### src/rtl/ex_div_unit_if.sv
// EX-stage divide request/response bundle between EX decode (master) and the divider (slave).
interface ex_div_unit_if #(
  parameter int WIDTH = 32
);
  logic             start;
  logic             signed_div;
  logic [WIDTH-1:0] dividend;
  logic [WIDTH-1:0] divisor;
  logic             annul;
  logic             stallreq;
  logic             ready;
  logic [WIDTH-1:0] quotient;
  logic [WIDTH-1:0] remainder;

  modport master (
    output start, signed_div, dividend, divisor, annul,
    input  stallreq, ready, quotient, remainder
  );

  modport slave (
    input  start, signed_div, dividend, divisor, annul,
    output stallreq, ready, quotient, remainder
  );
endinterface

### src/rtl/ex_div_unit.sv
// Iterative radix-2 restoring divider for DIV/DIVU; stalls the pipeline while busy
// and presents registered quotient (LO) / remainder (HI) in its END cycle.
module ex_div_unit #(
  parameter int WIDTH = 32
) (
  input  logic         clk,
  input  logic         rst,
  ex_div_unit_if.slave bus
);
  localparam int CW = $clog2(WIDTH) + 1;

  typedef enum logic [1:0] {S_IDLE, S_DIVZERO, S_ON, S_END} state_t;

  state_t             state, state_nxt;
  logic [CW-1:0]      cnt;
  logic [2*WIDTH:0]   work;
  logic [2*WIDTH:0]   shifted;
  logic [2*WIDTH:0]   work_step;
  logic [WIDTH:0]     trial;
  logic [WIDTH-1:0]   dvs_mag;
  logic               neg_q, neg_r;
  logic [WIDTH-1:0]   quo_r, rem_r;
  logic [WIDTH-1:0]   dvd_abs, dvs_abs, q_fix, r_fix;
  logic               accept, last_step;

  assign accept    = (state == S_IDLE) && bus.start && !bus.annul;
  assign last_step = (state == S_ON) && (cnt == CW'(WIDTH - 1));

  assign dvd_abs = (bus.signed_div && bus.dividend[WIDTH-1]) ? -bus.dividend : bus.dividend;
  assign dvs_abs = (bus.signed_div && bus.divisor[WIDTH-1])  ? -bus.divisor  : bus.divisor;

  // One restoring step: upper WIDTH+1 bits hold the partial remainder, lower bits collect quotient.
  always_comb begin
    shifted   = {work[2*WIDTH-1:0], 1'b0};
    trial     = shifted[2*WIDTH:WIDTH] - {1'b0, dvs_mag};
    work_step = shifted;
    if (!trial[WIDTH]) begin
      work_step = {trial, shifted[WIDTH-1:1], 1'b1};
    end
  end

  assign q_fix = neg_q ? -work_step[WIDTH-1:0] : work_step[WIDTH-1:0];
  assign r_fix = neg_r ? -work_step[2*WIDTH-1:WIDTH] : work_step[2*WIDTH-1:WIDTH];

  always_comb begin
    state_nxt = state;
    unique case (state)
      S_IDLE: begin
        if (accept) begin
          state_nxt = (bus.divisor == '0) ? S_DIVZERO : S_ON;
        end
      end
      S_DIVZERO: state_nxt = S_END;
      S_ON: begin
        if (last_step) begin
          state_nxt = S_END;
        end
      end
      S_END: state_nxt = S_IDLE;
      default: state_nxt = S_IDLE;
    endcase
    if (bus.annul) begin
      state_nxt = S_IDLE;
    end
  end

  always_ff @(posedge clk or negedge rst) begin
    if (!rst) begin
      state   <= S_IDLE;
      cnt     <= '0;
      work    <= '0;
      dvs_mag <= '0;
      neg_q   <= 1'b0;
      neg_r   <= 1'b0;
      quo_r   <= '0;
      rem_r   <= '0;
    end else begin
      state <= state_nxt;
      if (accept) begin
        neg_q   <= bus.signed_div && (bus.dividend[WIDTH-1] ^ bus.divisor[WIDTH-1]);
        neg_r   <= bus.signed_div && bus.dividend[WIDTH-1];
        dvs_mag <= dvs_abs;
        work    <= {{(WIDTH+1){1'b0}}, dvd_abs};
        cnt     <= '0;
      end else if (state == S_ON && !bus.annul) begin
        work <= work_step;
        cnt  <= cnt + CW'(1);
      end
      // A flush leaves the previously delivered HI/LO untouched.
      if (!bus.annul) begin
        if (last_step) begin
          quo_r <= q_fix;
          rem_r <= r_fix;
        end else if (state == S_DIVZERO) begin
          quo_r <= '0;
          rem_r <= '0;
        end
      end
    end
  end

  assign bus.stallreq  = accept || (state == S_DIVZERO) || (state == S_ON);
  assign bus.ready     = (state == S_END);
  assign bus.quotient  = quo_r;
  assign bus.remainder = rem_r;
endmodule

### src/flat_wrapper.sv
// flat-port wrapper written by rule: the top's interface ports become plain ports
module ex_div_unit_flat 
#(
  parameter int WIDTH = 32
)
  (clk, rst, bus_start, bus_signed_div, bus_dividend, bus_divisor, bus_annul, bus_stallreq, bus_ready, bus_quotient, bus_remainder);
  ex_div_unit_if #(.WIDTH(WIDTH)) bus_i ();
  input  logic clk;
  input  logic rst;
  input wire logic [$bits(bus_i.start)-1:0] bus_start;
  input wire logic [$bits(bus_i.signed_div)-1:0] bus_signed_div;
  input wire logic [$bits(bus_i.dividend)-1:0] bus_dividend;
  input wire logic [$bits(bus_i.divisor)-1:0] bus_divisor;
  input wire logic [$bits(bus_i.annul)-1:0] bus_annul;
  output wire logic [$bits(bus_i.stallreq)-1:0] bus_stallreq;
  output wire logic [$bits(bus_i.ready)-1:0] bus_ready;
  output wire logic [$bits(bus_i.quotient)-1:0] bus_quotient;
  output wire logic [$bits(bus_i.remainder)-1:0] bus_remainder;
  assign bus_i.start = bus_start;
  assign bus_i.signed_div = bus_signed_div;
  assign bus_i.dividend = bus_dividend;
  assign bus_i.divisor = bus_divisor;
  assign bus_i.annul = bus_annul;
  assign bus_stallreq = bus_i.stallreq;
  assign bus_ready = bus_i.ready;
  assign bus_quotient = bus_i.quotient;
  assign bus_remainder = bus_i.remainder;
  ex_div_unit #(.WIDTH(WIDTH)) u_core (.clk(clk), .rst(rst), .bus(bus_i));
endmodule
### config.mk
export PLATFORM = sky130hd
export DESIGN_NAME = ex_div_unit_flat
export DESIGN_NICKNAME = d
export VERILOG_FILES = /design/src/rtl/ex_div_unit_if.sv /design/src/rtl/ex_div_unit.sv /design/src/flat_wrapper.sv
export SDC_FILE = /design/constraint.sdc
export NUM_CORES = 1
export LEC_CHECK = 0
export ABC_AREA = 1
export CORE_UTILIZATION = 59
export CTS_BUF_LIST = sky130_fd_sc_hd__clkbuf_4 sky130_fd_sc_hd__clkbuf_8 sky130_fd_sc_hd__clkbuf_16
export DETAILED_ROUTE_END_ITERATION = 12
export PLACE_DENSITY = 0.82
export SETUP_SLACK_MARGIN = 0.05
export SYNTH_ARGS = -nofsm -noshare
export SYNTH_HDL_FRONTEND = slang
export SYNTH_SLANG_ARGS = --single-unit
export TNS_END_PERCENT = 5
### constraint.sdc
create_clock -name clk -period 4.59 [get_ports clk]
set_clock_uncertainty 0.05 [all_clocks]
set_input_delay 0.918 -clock clk [delete_from_list [all_inputs] [get_ports clk]]
set_output_delay 0.918 -clock clk [all_outputs]
set_load 0.03 [all_outputs]
# Yosys cells after proc, flatten, opt, wreduce, memory -nomap -nowiden

Index checks and enable logic that the tools add are counted.

$add $sub $neg: 6
Eq/ne operators: 6
Mux-type cells: 17
Bitwise logic cells: 2
Reductions and logical operators: 16

Operators with widths:

| operator              | number |
|---|---|
| $mux W32              | 7 |
| $mux W64              | 3 |
| $neg A32 Y32          | 4 |
| $sub A33 B32 Y33      | 1 |
| $logic_not A32 Y1     | 1 |
| $mux W6               | 2 |
| $mux W2               | 4 |
| $pmux W2 S4           | 1 |
| $logic_and A1 B1 Y1   | 7 |
| $add A6 B1 Y6 const B | 1 |
| $eq A6 B5 Y1 const B  | 1 |
| $ne A3 B2 Y1 const B  | 2 |
| $eq A2 B2 Y1 const B  | 2 |
| $reduce_and A2 Y1     | 2 |
| $reduce_bool A2 Y1    | 2 |
| $eq A2 B1 Y1 const B  | 1 |
| $logic_not A2 Y1      | 1 |
| $logic_or A1 B1 Y1    | 2 |
| $logic_not A1 Y1      | 1 |
| $not A1 Y1            | 1 |
| $xor A1 B1 Y1         | 1 |

Register bits after elaboration: 170
Bits of input ports: 69
Output and inout port bits: 66
Logic and storage cells: 55

# Longest topological paths before layout

Gate-level depths: netlist of run 1.

Depth in word-level cells: 6
Mapped depth: 31
Mapped depth without buffers: 29

# Worst setup path after synthesis of run 1

Ideal clock, no wire load.

Path kind: reg-to-reg
Start: register u_core.work[31]
End: register u_core.quo_r[24] (netlist: u_core.bus.quotient[24])
Library setup time: 122 ps
Arrival: 3681 ps
Required time: 4418 ps
Slack: 738 ps
Cell stages (with the launch flop): 27
Path buffers: 2
Period minus slack after synthesis: 3852 ps
Cell sequence: dfrtp_1 inv_1 ha_1 inv_1 fa_1 nand2_1 nand2_1 nand3_1 nand2_2 nand2_2 nand2_4 nand2_4 nand3_4 nand2_8 buf_12 buf_4 ha_1 inv_1 nor3_1 nand3_1 nor3_1 nand3_1 inv_1 nand3_1 o21ai_0 nand2_1 a32o_1

Word-level cells in the longest chain between the ends: 5

RTL lines:

| element                | RTL line          | source |
|---|---|---|
| start, declared        | ex_div_unit.sv:16 | `logic [2*WIDTH:0] work;` |
| start signal, assigned | ex_div_unit.sv:83 | `work <= {{(WIDTH+1){1'b0}}, dvd_abs};` |
| start signal, assigned | ex_div_unit.sv:86 | `work <= work_step;` |
| $sub A33 B32 Y33       | ex_div_unit.sv:35 | `trial = shifted[2*WIDTH:WIDTH] - {1'b0, dvs_mag};` |
| $mux W64               | ex_div_unit.sv:37 | `if (!trial[WIDTH]) begin` |
| $neg A32 Y32           | ex_div_unit.sv:42 | `assign q_fix = neg_q ? -work_step[WIDTH-1:0] : work_step[WIDTH-1:0];` |
| $mux W32               | ex_div_unit.sv:42 |  |
| $mux W32               | ex_div_unit.sv:91 | `if (last_step) begin` |
| end signal, assigned   | ex_div_unit.sv:92 | `quo_r <= q_fix;` |
| end, declared          | ex_div_unit.sv:22 | `logic [WIDTH-1:0] quo_r, rem_r;` |

No other way between the ends.
A chain may end at the register's enable or synchronous reset.

# Worst setup path after layout of run 1

Start: register u_core.work[31]
End: register u_core.rem_r[16] (netlist: u_core.bus.remainder[16])

Word-level cells in the longest chain between the ends: 5

RTL lines:

| element              | RTL line          | source |
|---|---|---|
| $sub A33 B32 Y33     | ex_div_unit.sv:35 |  |
| $mux W64 (*)         | ex_div_unit.sv:37 |  |
| $neg A32 Y32         | ex_div_unit.sv:43 | `assign r_fix = neg_r ? -work_step[2*WIDTH-1:WIDTH] : work_step[2*WIDTH-1:WIDTH];` |
| $mux W32 (*)         | ex_div_unit.sv:43 |  |
| $mux W32 (*)         | ex_div_unit.sv:91 |  |
| end signal, assigned | ex_div_unit.sv:93 | `rem_r <= r_fix;` |
| end, declared        | ex_div_unit.sv:22 |  |

Mark *: on every way between the ends. The rest lies on a longest branch, timed or not.

==> flow_metrics.env, run 1 <==
export IMPL_status="finished clean"
export IMPL_cts_repair_resized=0
export IMPL_clock_latency_ps=440
export IMPL_ios=135
export IMPL_maxSlewHeadroom=0.436
export IMPL_fin_nets=2209
export IMPL_gp_congestion=0.969
export IMPL_ys_types=58
export IMPL_htreeDepth=4
export IMPL_synthCells=1991
export IMPL_worstSetupEndpointType="register"
export IMPL_switchingPower_uw=6490
export IMPL_cellInternalPower_uw=5100
export IMPL_drt_vias_per_instance=5.66
export IMPL_clk_pin_slew_worst_paths_ps=80
export IMPL_start_kind="register"
export IMPL_vias=13531
export IMPL_worst_slack_ps=503
export IMPL_synth_area_leader_cell="dfrtp_1"
export IMPL_setup_viol=0
export IMPL_synth_top_area_share=0.326
export IMPL_dieHeight_um=151
export IMPL_crit_fanout=50
export IMPL_fillers=1952
export IMPL_antenna_found_initial=0
export IMPL_grt_pass1_wl_mm=64.7
export IMPL_synth_nets=2103
export IMPL_postPlaceCellArea_mm2=0.0146
export IMPL_min_path_type="register to register"
export IMPL_timing_rr_start="u_core.work[31]"
export IMPL_die_w_um=151
export IMPL_remaining_drc_errors=0
export IMPL_dp_slack_ps=241
export IMPL_drt_iter0_drc=983
export IMPL_startpoint="u_core.work[31]"
export IMPL_cts_root_buf="clkbuf_16"
export IMPL_wl_per_cell_um=16.6
export IMPL_power_frac_clock=0.128
export IMPL_power_leakage_uw=0.00764
export IMPL_clock_sinks=170
export IMPL_postRouteAntennaNets=0
export IMPL_cts_hold_buf=0
export IMPL_clock_path_buffers=2
export IMPL_finalCriticalPeriod_ps=4090
export IMPL_hold_violations=0
export IMPL_pwr_share_comb=0.672
export IMPL_rows=54
export IMPL_postCtsSetupBuffers=0
export IMPL_crit_arrival_ps=4400
export IMPL_grt_max_degree=88
export IMPL_initial_core_util=0.601
export IMPL_max_freq_mhz=245
export IMPL_drv_cap=0
export IMPL_firstDrtPassIters=7
export IMPL_overflow=0
export IMPL_fin_area_mm2=0.0152
export IMPL_slew_viol_final=0
export IMPL_layout_drive_gt1_share=0.0602
export IMPL_antenna_diode_count=0
export IMPL_crit_type="register to register"
export IMPL_dieArea_mm2=0.0227
export IMPL_cts_buffers_inserted=17
export IMPL_power_uw=11600
export IMPL_port_buffers=134
export IMPL_grt_setup_unrepaired="false"
export IMPL_finalNonFillerCells=2390
export IMPL_syn_to_final_growth_pct=16.2
export IMPL_worst_slew_pin_slew_ps=846
export IMPL_dp_cells=2358
export IMPL_ys_warn_count=0
export IMPL_coreArea_mm2=0.0218
export IMPL_post_dp_hpwl_mm=30.5
export IMPL_min_from="u_core.bus.remainder[29]"
export IMPL_routed_wl_mm=39.8
export IMPL_synth_area_top_cells="dfrtp_1 (33%), nand2_1 (18%), inv_1 (7.9%)"
export IMPL_crit_required_ps=4910
export IMPL_seq_area_frac_synth=0.326
export IMPL_peakVddDrop_uv=426
export IMPL_ys_seq_elements=170
export IMPL_seqPwrFrac=0.200
export IMPL_grt_total_usage=0.366
export IMPL_finalSetupTns_ps=0
export IMPL_sw_frac_of_total=0.560
export IMPL_synth_area_mm2=0.0131
export IMPL_cts_tree="built"
export IMPL_syn_avg_cell_area_um2=6.56
export IMPL_period_share=0.890
export IMPL_grt_pass1_vias=12748
export IMPL_powerDensity_mw_per_mm2=764
[cell type report]
type                            count  area [um^2]  share of cell area
Tap cell                          280          350              0.0231
Sequential cell                   170         4250               0.280
Timing Repair Buffer              149         1470              0.0967
Clock inverter                     13          151             0.00997
Multi-Input combinational cell   1478         7460               0.492
Inverter                          281         1060              0.0696
Clock buffer                       19          440              0.0290
[worst paths after layout]
path / end / slack, ps / cells past startpoint
max: u_core.bus.remainder[16] / 500 / 25
min: u_core.bus.remainder[29] / 430 / 2
max reg2reg: u_core.bus.remainder[16] / 500 / 25
min reg2reg: u_core.bus.remainder[29] / 430 / 2
max in group asynchronous: u_core.work[32] / 3040 / 2
min in group asynchronous: u_core.dvs_mag[28] / 460 / 1
[power by group through the flow]
stage	combinational, uW	clock, uW	sequential, uW
floorplan	5880	0	2200
global placement	7500	0	2310
detailed placement	7600	0	2320
CTS	7670	1500	2300
global route	8740	1540	2360
finish	7790	1490	2320
[per-stage QoR]
| stage | utilization | hold slack (ps) |
|---|---|---|
| final | 0.698 | 431 |
| after detailed placement | 0.670 | 414 |
| after floorplan | - | 396 |
| after global placement | 0.670 | 412 |
| after CTS | 0.697 | 435 |
| after global routing | 0.698 | 447 |
[critical path, stage by stage (launching register included)]
cell and delay (ps):
dfrtp_1 360, inv_1 120, ha_1 160, inv_1 70, fa_1 390, nand2_1 80
nand2_1 80, nand3_1 110, nand2_2 100, nand2_2 90, nand2_4 60, nand2_4 100
nand3_4 140, nand2_8 120, buf_4 470, nand2_2 100, nand2_2 150, ha_1 230
nand2_1 100, nor2_1 130, nand2_2 100, o21ai_4 270, nand2_1 140, nand2_1 100
nand2_1 60, o21ai_1 150
[synth_stat cells (all sizes together)]
cell type and count:
dfrtp 170, o22ai 31, a221oi 1, inv 279, clkinv 2, nand3b 6
o41ai 1, nand3 135, o211ai 3, or2 5, clkbuf 43, a21o 2
a32o 6, fa 1, and2 2, a31oi 5, o21ai 160, a22oi 2
nor2 172, or4 1, xnor2 17, and3 1, o31ai 4, o221ai 28
nor3b 1, nor4 10, xor2 28, a41oi 1, ha 42, nor3 44
a21oi 80, nand2 665, o21bai 6, buf 19, nand4 18
[placed cells by master (no fill, tap or decap), types with 38 or more instances in the layout]
cell type        instances
clkdlybuf4s50_1        133
nor3_1                  38
nand3_1                129
inv_1                  275
nor2_1                 160
a21oi_1                 77
nand2_1                631
dfrtp_1                170
ha_1                    42
o21ai_0                134
[state kept, by name, indices dropped and copies added, names as in the netlist]
name	flops
u_core.state	2
u_core.work	64
u_core.dvs_mag	32
u_core.bus.remainder	32
u_core.neg_q	1
u_core.cnt	6
u_core.neg_r	1
u_core.bus.quotient	32
[layer usage]
metal | GRT usage | part of all wire | up-vias
met5 | 0 | 0 | -
met4 | 0.159 | 0.042 | 0
met3 | 0.0645 | 0.062 | 111
met2 | 0.615 | 0.48 | 534
met1 | 0.461 | 0.41 | 6233
li1 | - | - | 6653
[cell families after synthesis]
kind of cell	Yosys count	share of synthesized area
compound gates	330	0.150
xor+xnor	45	0.0302
buf+inv	343	0.105
simple gates	1060	0.348
flops	170	0.326
fa+ha+maj	43	0.0417
(Power assumes the default switching activity.)
==> run 2, diff against run 1 <==
Settings changed: CTS_CLUSTER_DIAMETER set to 50, HOLD_SLACK_MARGIN set to 0.02.
==> results of run 2 <==
Same layout as run 1: the final DEF is identical, and so are final timing and power.
